`config.mk`:
```
export PLATFORM = sky130hd
export DESIGN_NAME = mem_stage_unit
export DESIGN_NICKNAME = d
export VERILOG_FILES = /design/src/rtl/mem_stage_unit.sv
export SDC_FILE = /design/constraint.sdc
export NUM_CORES = 1
export LEC_CHECK = 0
export CAP_MARGIN = 20
export CORE_AREA = 2 2 149 151
export DETAILED_ROUTE_END_ITERATION = 16
export DIE_AREA = 0 0 151 153
export PLACE_DENSITY_LB_ADDON = 0.08
export SYNTH_ARGS = -nofsm -noshare
export SYNTH_HDL_FRONTEND = slang
export SYNTH_SLANG_ARGS = --single-unit
```
`constraint.sdc`:
```
create_clock -name clk -period 2.8 [get_ports clk]
set_input_delay 0.84 -clock clk [delete_from_list [all_inputs] [get_ports clk]]
set_output_delay 0.84 -clock clk [all_outputs]
set_load 0.01 [all_outputs]
```
`src/rtl/mem_stage_unit.sv`:
```
// MEM stage of the 5-stage RISC-V core: drives loads/stores on a req/ack data
// bus with optional timeout, resolves branch/JALR redirects and owns MEM/WB.
module mem_stage_unit #(
    parameter int NBits          = 32,
    parameter int TIMEOUT_CYCLES = 16
) (
    input  logic             clk,
    input  logic             reset,
    input  logic [NBits-1:0] EX_MEM_pc_4_i,
    input  logic [NBits-1:0] EX_MEM_pc_i,
    input  logic             EX_MEM_zero_i,
    input  logic [NBits-1:0] EX_MEM_alu_result_i,
    input  logic [NBits-1:0] EX_MEM_write_data_i,
    input  logic [4:0]       EX_MEM_write_register_i,
    input  logic             EX_MEM_reg_write_i,
    input  logic [1:0]       EX_MEM_mem_to_reg_i,
    input  logic             EX_MEM_jalr_i,
    input  logic             EX_MEM_branch_i,
    input  logic             EX_MEM_mem_read_i,
    input  logic             EX_MEM_mem_write_i,
    output logic             dmem_req_o,
    output logic             dmem_we_o,
    output logic [NBits-1:0] dmem_addr_o,
    output logic [NBits-1:0] dmem_wdata_o,
    input  logic [NBits-1:0] dmem_rdata_i,
    input  logic             dmem_ack_i,
    output logic             stall_o,
    output logic             pc_src_o,
    output logic [NBits-1:0] pc_target_o,
    output logic             err_o,
    output logic [NBits-1:0] MEM_WB_read_data_o,
    output logic [NBits-1:0] MEM_WB_alu_result_o,
    output logic [NBits-1:0] MEM_WB_pc_4_o,
    output logic [4:0]       MEM_WB_write_register_o,
    output logic             MEM_WB_reg_write_o,
    output logic [1:0]       MEM_WB_mem_to_reg_o
);

    typedef enum logic {
        IDLE,
        ACCESS
    } state_t;

    localparam int CW = (TIMEOUT_CYCLES > 1) ? $clog2(TIMEOUT_CYCLES) : 1;
    localparam logic [CW-1:0] LAST_COUNT =
        (TIMEOUT_CYCLES > 0) ? CW'(TIMEOUT_CYCLES - 1) : '0;

    state_t           state, state_d;
    logic [CW-1:0]    count, count_d;
    logic             err_d;
    logic             req_d, we_d;
    logic [NBits-1:0] addr_d, wdata_d;
    logic [NBits-1:0] wb_read_data_d, wb_alu_result_d, wb_pc_4_d;
    logic [4:0]       wb_write_register_d;
    logic             wb_reg_write_d;
    logic [1:0]       wb_mem_to_reg_d;
    logic             mem_op;
    logic             timeout_hit;

    assign mem_op      = EX_MEM_mem_read_i | EX_MEM_mem_write_i;
    assign timeout_hit = (TIMEOUT_CYCLES != 0) && (count == LAST_COUNT);

    // Redirect is purely combinational; branch/JALR never carry a memory op.
    assign pc_src_o    = (EX_MEM_branch_i & EX_MEM_zero_i) | EX_MEM_jalr_i;
    assign pc_target_o = EX_MEM_jalr_i ? {EX_MEM_alu_result_i[NBits-1:1], 1'b0}
                                       : EX_MEM_pc_i;

    always_comb begin
        state_d             = state;
        count_d             = count;
        err_d               = err_o;
        req_d               = dmem_req_o;
        we_d                = dmem_we_o;
        addr_d              = dmem_addr_o;
        wdata_d             = dmem_wdata_o;
        wb_read_data_d      = MEM_WB_read_data_o;
        wb_alu_result_d     = MEM_WB_alu_result_o;
        wb_pc_4_d           = MEM_WB_pc_4_o;
        wb_write_register_d = MEM_WB_write_register_o;
        wb_reg_write_d      = MEM_WB_reg_write_o;
        wb_mem_to_reg_d     = MEM_WB_mem_to_reg_o;
        stall_o             = 1'b0;

        case (state)
            IDLE: begin
                if (mem_op) begin
                    stall_o        = 1'b1;
                    req_d          = 1'b1;
                    we_d           = EX_MEM_mem_write_i;
                    addr_d         = EX_MEM_alu_result_i;
                    wdata_d        = EX_MEM_write_data_i;
                    count_d        = '0;
                    wb_reg_write_d = 1'b0;
                    state_d        = ACCESS;
                end else begin
                    wb_read_data_d      = '0;
                    wb_alu_result_d     = EX_MEM_alu_result_i;
                    wb_pc_4_d           = EX_MEM_pc_4_i;
                    wb_write_register_d = EX_MEM_write_register_i;
                    wb_reg_write_d      = EX_MEM_reg_write_i;
                    wb_mem_to_reg_d     = EX_MEM_mem_to_reg_i;
                end
            end
            ACCESS: begin
                stall_o = !dmem_ack_i;
                // Ack takes priority over a timeout landing in the same cycle.
                if (dmem_ack_i || timeout_hit) begin
                    req_d               = 1'b0;
                    wb_read_data_d      = (dmem_ack_i && !dmem_we_o) ? dmem_rdata_i : '0;
                    wb_alu_result_d     = EX_MEM_alu_result_i;
                    wb_pc_4_d           = EX_MEM_pc_4_i;
                    wb_write_register_d = EX_MEM_write_register_i;
                    wb_reg_write_d      = EX_MEM_reg_write_i;
                    wb_mem_to_reg_d     = EX_MEM_mem_to_reg_i;
                    state_d             = IDLE;
                    if (!dmem_ack_i) begin
                        stall_o = 1'b0;
                        err_d   = 1'b1;
                    end
                end else begin
                    count_d        = count + 1'b1;
                    wb_reg_write_d = 1'b0;
                end
            end
            default: state_d = IDLE;
        endcase
    end

    always_ff @(posedge clk or negedge reset) begin
        if (!reset) begin
            state                   <= IDLE;
            count                   <= '0;
            err_o                   <= 1'b0;
            dmem_req_o              <= 1'b0;
            dmem_we_o               <= 1'b0;
            dmem_addr_o             <= '0;
            dmem_wdata_o            <= '0;
            MEM_WB_read_data_o      <= '0;
            MEM_WB_alu_result_o     <= '0;
            MEM_WB_pc_4_o           <= '0;
            MEM_WB_write_register_o <= '0;
            MEM_WB_reg_write_o      <= 1'b0;
            MEM_WB_mem_to_reg_o     <= '0;
        end else begin
            state                   <= state_d;
            count                   <= count_d;
            err_o                   <= err_d;
            dmem_req_o              <= req_d;
            dmem_we_o               <= we_d;
            dmem_addr_o             <= addr_d;
            dmem_wdata_o            <= wdata_d;
            MEM_WB_read_data_o      <= wb_read_data_d;
            MEM_WB_alu_result_o     <= wb_alu_result_d;
            MEM_WB_pc_4_o           <= wb_pc_4_d;
            MEM_WB_write_register_o <= wb_write_register_d;
            MEM_WB_reg_write_o      <= wb_reg_write_d;
            MEM_WB_mem_to_reg_o     <= wb_mem_to_reg_d;
        end
    end

endmodule

```
==> results of run 1 <==
placed cells by master, fill, tap and decap left out, types with 2 or more instances in the layout:
cell type        instances
dlygate4sd2_1           33
a22o_1                  33
a21o_1                   2
and3_1                   2
inv_8                    4
buf_4                   48
nand3_1                  2
nand2_1                194
mux2_2                  89
clkdlybuf4s50_1        343
clkbuf_16               17
dfrtp_1                176
buf_12                   3
inv_6                    4
nor2_1                   2
mux2_1                  16
clkinvlp_4               3
state kept, by name, indices dropped and copies added, names as in the netlist:
| register | count |
|---|---|
| dmem_req_o | 1 |
| MEM_WB_write_register_o | 5 |
| state | 1 |
| MEM_WB_reg_write_o | 1 |
| dmem_we_o | 1 |
| MEM_WB_read_data_o | 32 |
| err_o | 1 |
| MEM_WB_alu_result_o | 32 |
| dmem_addr_o | 32 |
| dmem_wdata_o | 32 |
| MEM_WB_pc_4_o | 32 |
| MEM_WB_mem_to_reg_o | 2 |
| count | 4 |
through the flow:
| stage | total power (W) | utilization [%] | TNS [ns] | area (um2) |
|---|---|---|---|---|
| floorplan | 0.00526 | - | 0 | 6910 |
| global placement | 0.00763 | 52.8 | -16.34 | 11300 |
| detailed placement | 0.00771 | 52.8 | -17.07 | 11300 |
| CTS | 0.0101 | 55.5 | 0 | 11900 |
| global route | 0.0105 | 55.4 | 0 | 11900 |
| finish | 0.00992 | 55.4 | 0 | 11900 |
per-layer routing:
layer / share of wire, % / wire length (um)
met5: 0 / 0
met3: 8.0 / 1780
met1: 38 / 8500
met4: 1.9 / 424
met2: 52 / 11400
timing repair:
item / in CTS / in global routing
pin swaps: 0 / 0
setup endpoints to repair: 34 / 2
gates resized for setup: 43 / 2
cloned: 1 / 0
where the power goes:
group / leakage [nW] / total, W / switching, W / internal (W)
clock network: 0.279 / 0.00234 / 0.00106 / 0.00129
logic: 2.96 / 0.00380 / 0.00161 / 0.00219
registers: 2.16 / 0.00377 / 0.000442 / 0.00333
total: 5.40 / 0.00992 / 0.00311 / 0.00681
layout make-up:
| class | count | area share [%] |
|---|---|---|
| sequential | 176 | 37.0 |
| timing repair buffer | 431 | 35.2 |
| multi-input combinational | 353 | 19.9 |
| clock buffer | 19 | 3.72 |
| tap | 280 | 2.94 |
| clock inverter | 13 | 1.19 |
| inverter | 1 | 0.0315 |
cells by family after synthesis:
logic type | after synthesis
and+or+nand+nor | 204
buffers and inverters | 33
muxes | 106
DFF | 176
AOI/OAI and AO/OA | 42
adders and majority gates | 1
worst paths after layout:
| path | endpoint | from | slack [ns] |
|---|---|---|---|
| max | pc_target_o[27] | EX_MEM_alu_result_i[27] | 0.1 |
| min | MEM_WB_write_register_o[4]$_DFFE_PN0P_ | reset | 0.41 |
| max reg2reg | MEM_WB_alu_result_o[2]$_DFFE_PN0P_ | count[0]$_DFFE_PN0P_ | 0.68 |
| min reg2reg | err_o$_DFFE_PN0P_ | err_o$_DFFE_PN0P_ | 0.46 |
| max in group asynchronous | err_o$_DFFE_PN0P_ | reset | 1.73 |
| min in group clk | err_o$_DFFE_PN0P_ | err_o$_DFFE_PN0P_ | 0.46 |
==> results.py, run 1 <==
metrics = {
    "pwr": {
        "p_leak_nw": 5.40,
        "power_density_nw_per_um2": 833,
        "peakVddDrop_uv": 371,
    },
    "worst_setup_path": {
        "worstRegToRegCells": 6,
        "crit_path_end_kind": "primary output",
        "startpoint_type": "primary input",
        "crit_slowest_cell": "clkdlybuf4s50_1",
        "path_max_fanout": 2,
        "crit_required_ns": 1.96,
        "crit_buf_inv": 2,
        "arrival_ns": 1.86,
        "crit_family": "buffers and inverters",
        "worst-path-stages": 3,
        "path_cells": "clkdlybuf4s50_1 > mux2_2 > dlygate4sd2_1",
        "slowest_delay_ns": 0.46,
        "crit_type": "in2out",
    },
    "sta": {
        "maxSlewHeadroom_pct": 46.9,
        "setup_slack_ns": 0.0974,
        "slew_violations": 0,
        "tightest_slew_ns": 0.797,
        "fin_crit_ns": 2.70,
        "post-route-period-util_pct": 96.5,
        "hold-worst-slack_ns": 0.412,
        "rsz0062_at_grt": "false",
        "clock.fmax_mhz": 370,
        "setup_violations": 0,
        "skew_ns": 0.0203,
        "timing.final.hold_violations": 0,
    },
    "die": {
        "dieArea_um2": 23100,
        "io_pins": 381,
        "die_w_um": 151,
        "start_util_pct": 32.2,
        "rows": 54,
        "die_height_um": 153,
        "core-area_um2": 21500,
    },
    "synth": {
        "synth_compound_area_share_pct": 5.34,
        "syn-num-nets": 739,
        "syn_inst": 562,
        "synth_common_cells": "nand2_1 (194), dfrtp_1 (176), mux2_2 (89)",
        "synthAdderAreaFrac_pct": 0.181,
        "synth_mux_area_share_pct": 17.3,
        "post-synth-top-count-cell": "nand2_1",
        "ys_async_sr_fraction_pct": 100,
        "synth_cell_types": 27,
        "synthFlopType": "dfrtp_1",
        "syn_avg_cell_area_um2": 12.3,
        "yosysTopAreaCell": "dfrtp_1",
        "ys_ff_latch": 176,
        "synthXorXnorAreaFrac_pct": 0,
        "synth_top_area_share_pct": 63.8,
        "synth_edf_count": 0,
        "netlist_area_um2": 6910,
        "netlist_top_cells_area": "dfrtp_1 (64%), mux2_2 (15%), nand2_1 (11%)",
        "ys_warn_count": 0,
        "synth_top_family_by_area": "multiplexers",
        "yosys.area_share.simple_pct": 11.3,
        "ys_seq_area_share_pct": 63.8,
    },
    "detailed_routing": {
        "drtPass1Iterations": 4,
        "num_vias": 5775,
        "route.detailed.drc": 0,
        "drt-total-wl_um": 22100,
        "drt-vias-per-instance": 4.54,
        "postRouteAntennaNets": 0,
        "routedWlPerCell_um": 17.4,
        "dr.first_iter.drc_count": 211,
    },
    "clocking": {
        "clockBufferDepth": 2,
        "clock-root-buffer": "clkbuf_16",
        "htreeDepth": 4,
        "numClockSinks": 176,
        "cts-hold-fix-buffers": 0,
        "clock_latency_ns": 0.43,
        "numCtsBuffers": 17,
        "clkTransAtPathRegs_ns": 0.07,
        "cts_tree": "done",
        "cts_setup_buffers": 0,
    },
    "final_layout": {
        "antenna_cells": 0,
        "layout-drive-gt1-share_pct": 18.2,
        "syn_to_final_growth_pct": 72.5,
        "multiInputGateArea_um2": 2370,
        "fillers": 1848,
        "fin_cells": 1273,
        "final_nets": 1157,
        "register_area_um2": 4400,
    },
    "global_route": {
        "grtUsageMet1_pct": 22.5,
        "grt_pass1_wl_um": 34500,
        "grt_busiest_layer": "met2",
        "antenna_found_initial": 0,
        "grt.overflow.total": 0,
        "use_met2_pct": 34.3,
        "grt_use_total_pct": 19.4,
        "use_met3_pct": 6.24,
        "grt_max_degree": 66,
        "grt_pass1_vias": 6223,
    },
    "flow_run": {
        "cap_violations": 0,
    },
    "placement": {
        "pre_cts_ws_ns": -0.483,
        "port_buffers": 380,
        "dp_hpwl_um": 16600,
        "placedCellCount": 1240,
        "gp_congestion": 0.760,
    },
    "worst_hold_path": {
        "hp-class": "in2async",
    },
    "outcome": {
        "outcome": "complete, no violations",
    },
}
Note: power is estimated with default switching activity, not from simulation.
==> run 2, diff against run 1 <==
--- a/config.mk
+++ b/config.mk
@@ -5,11 +5,11 @@
 export SDC_FILE = /design/constraint.sdc
 export NUM_CORES = 1
 export LEC_CHECK = 0
-export CAP_MARGIN = 20
 export CORE_AREA = 2 2 149 151
 export DETAILED_ROUTE_END_ITERATION = 16
 export DIE_AREA = 0 0 151 153
 export PLACE_DENSITY_LB_ADDON = 0.08
+export SLEW_MARGIN = 0
 export SYNTH_ARGS = -nofsm -noshare
 export SYNTH_HDL_FRONTEND = slang
 export SYNTH_SLANG_ARGS = --single-unit
==> results of run 2 <==
No change in the layout: final DEF, timing and power equal those of run 1.
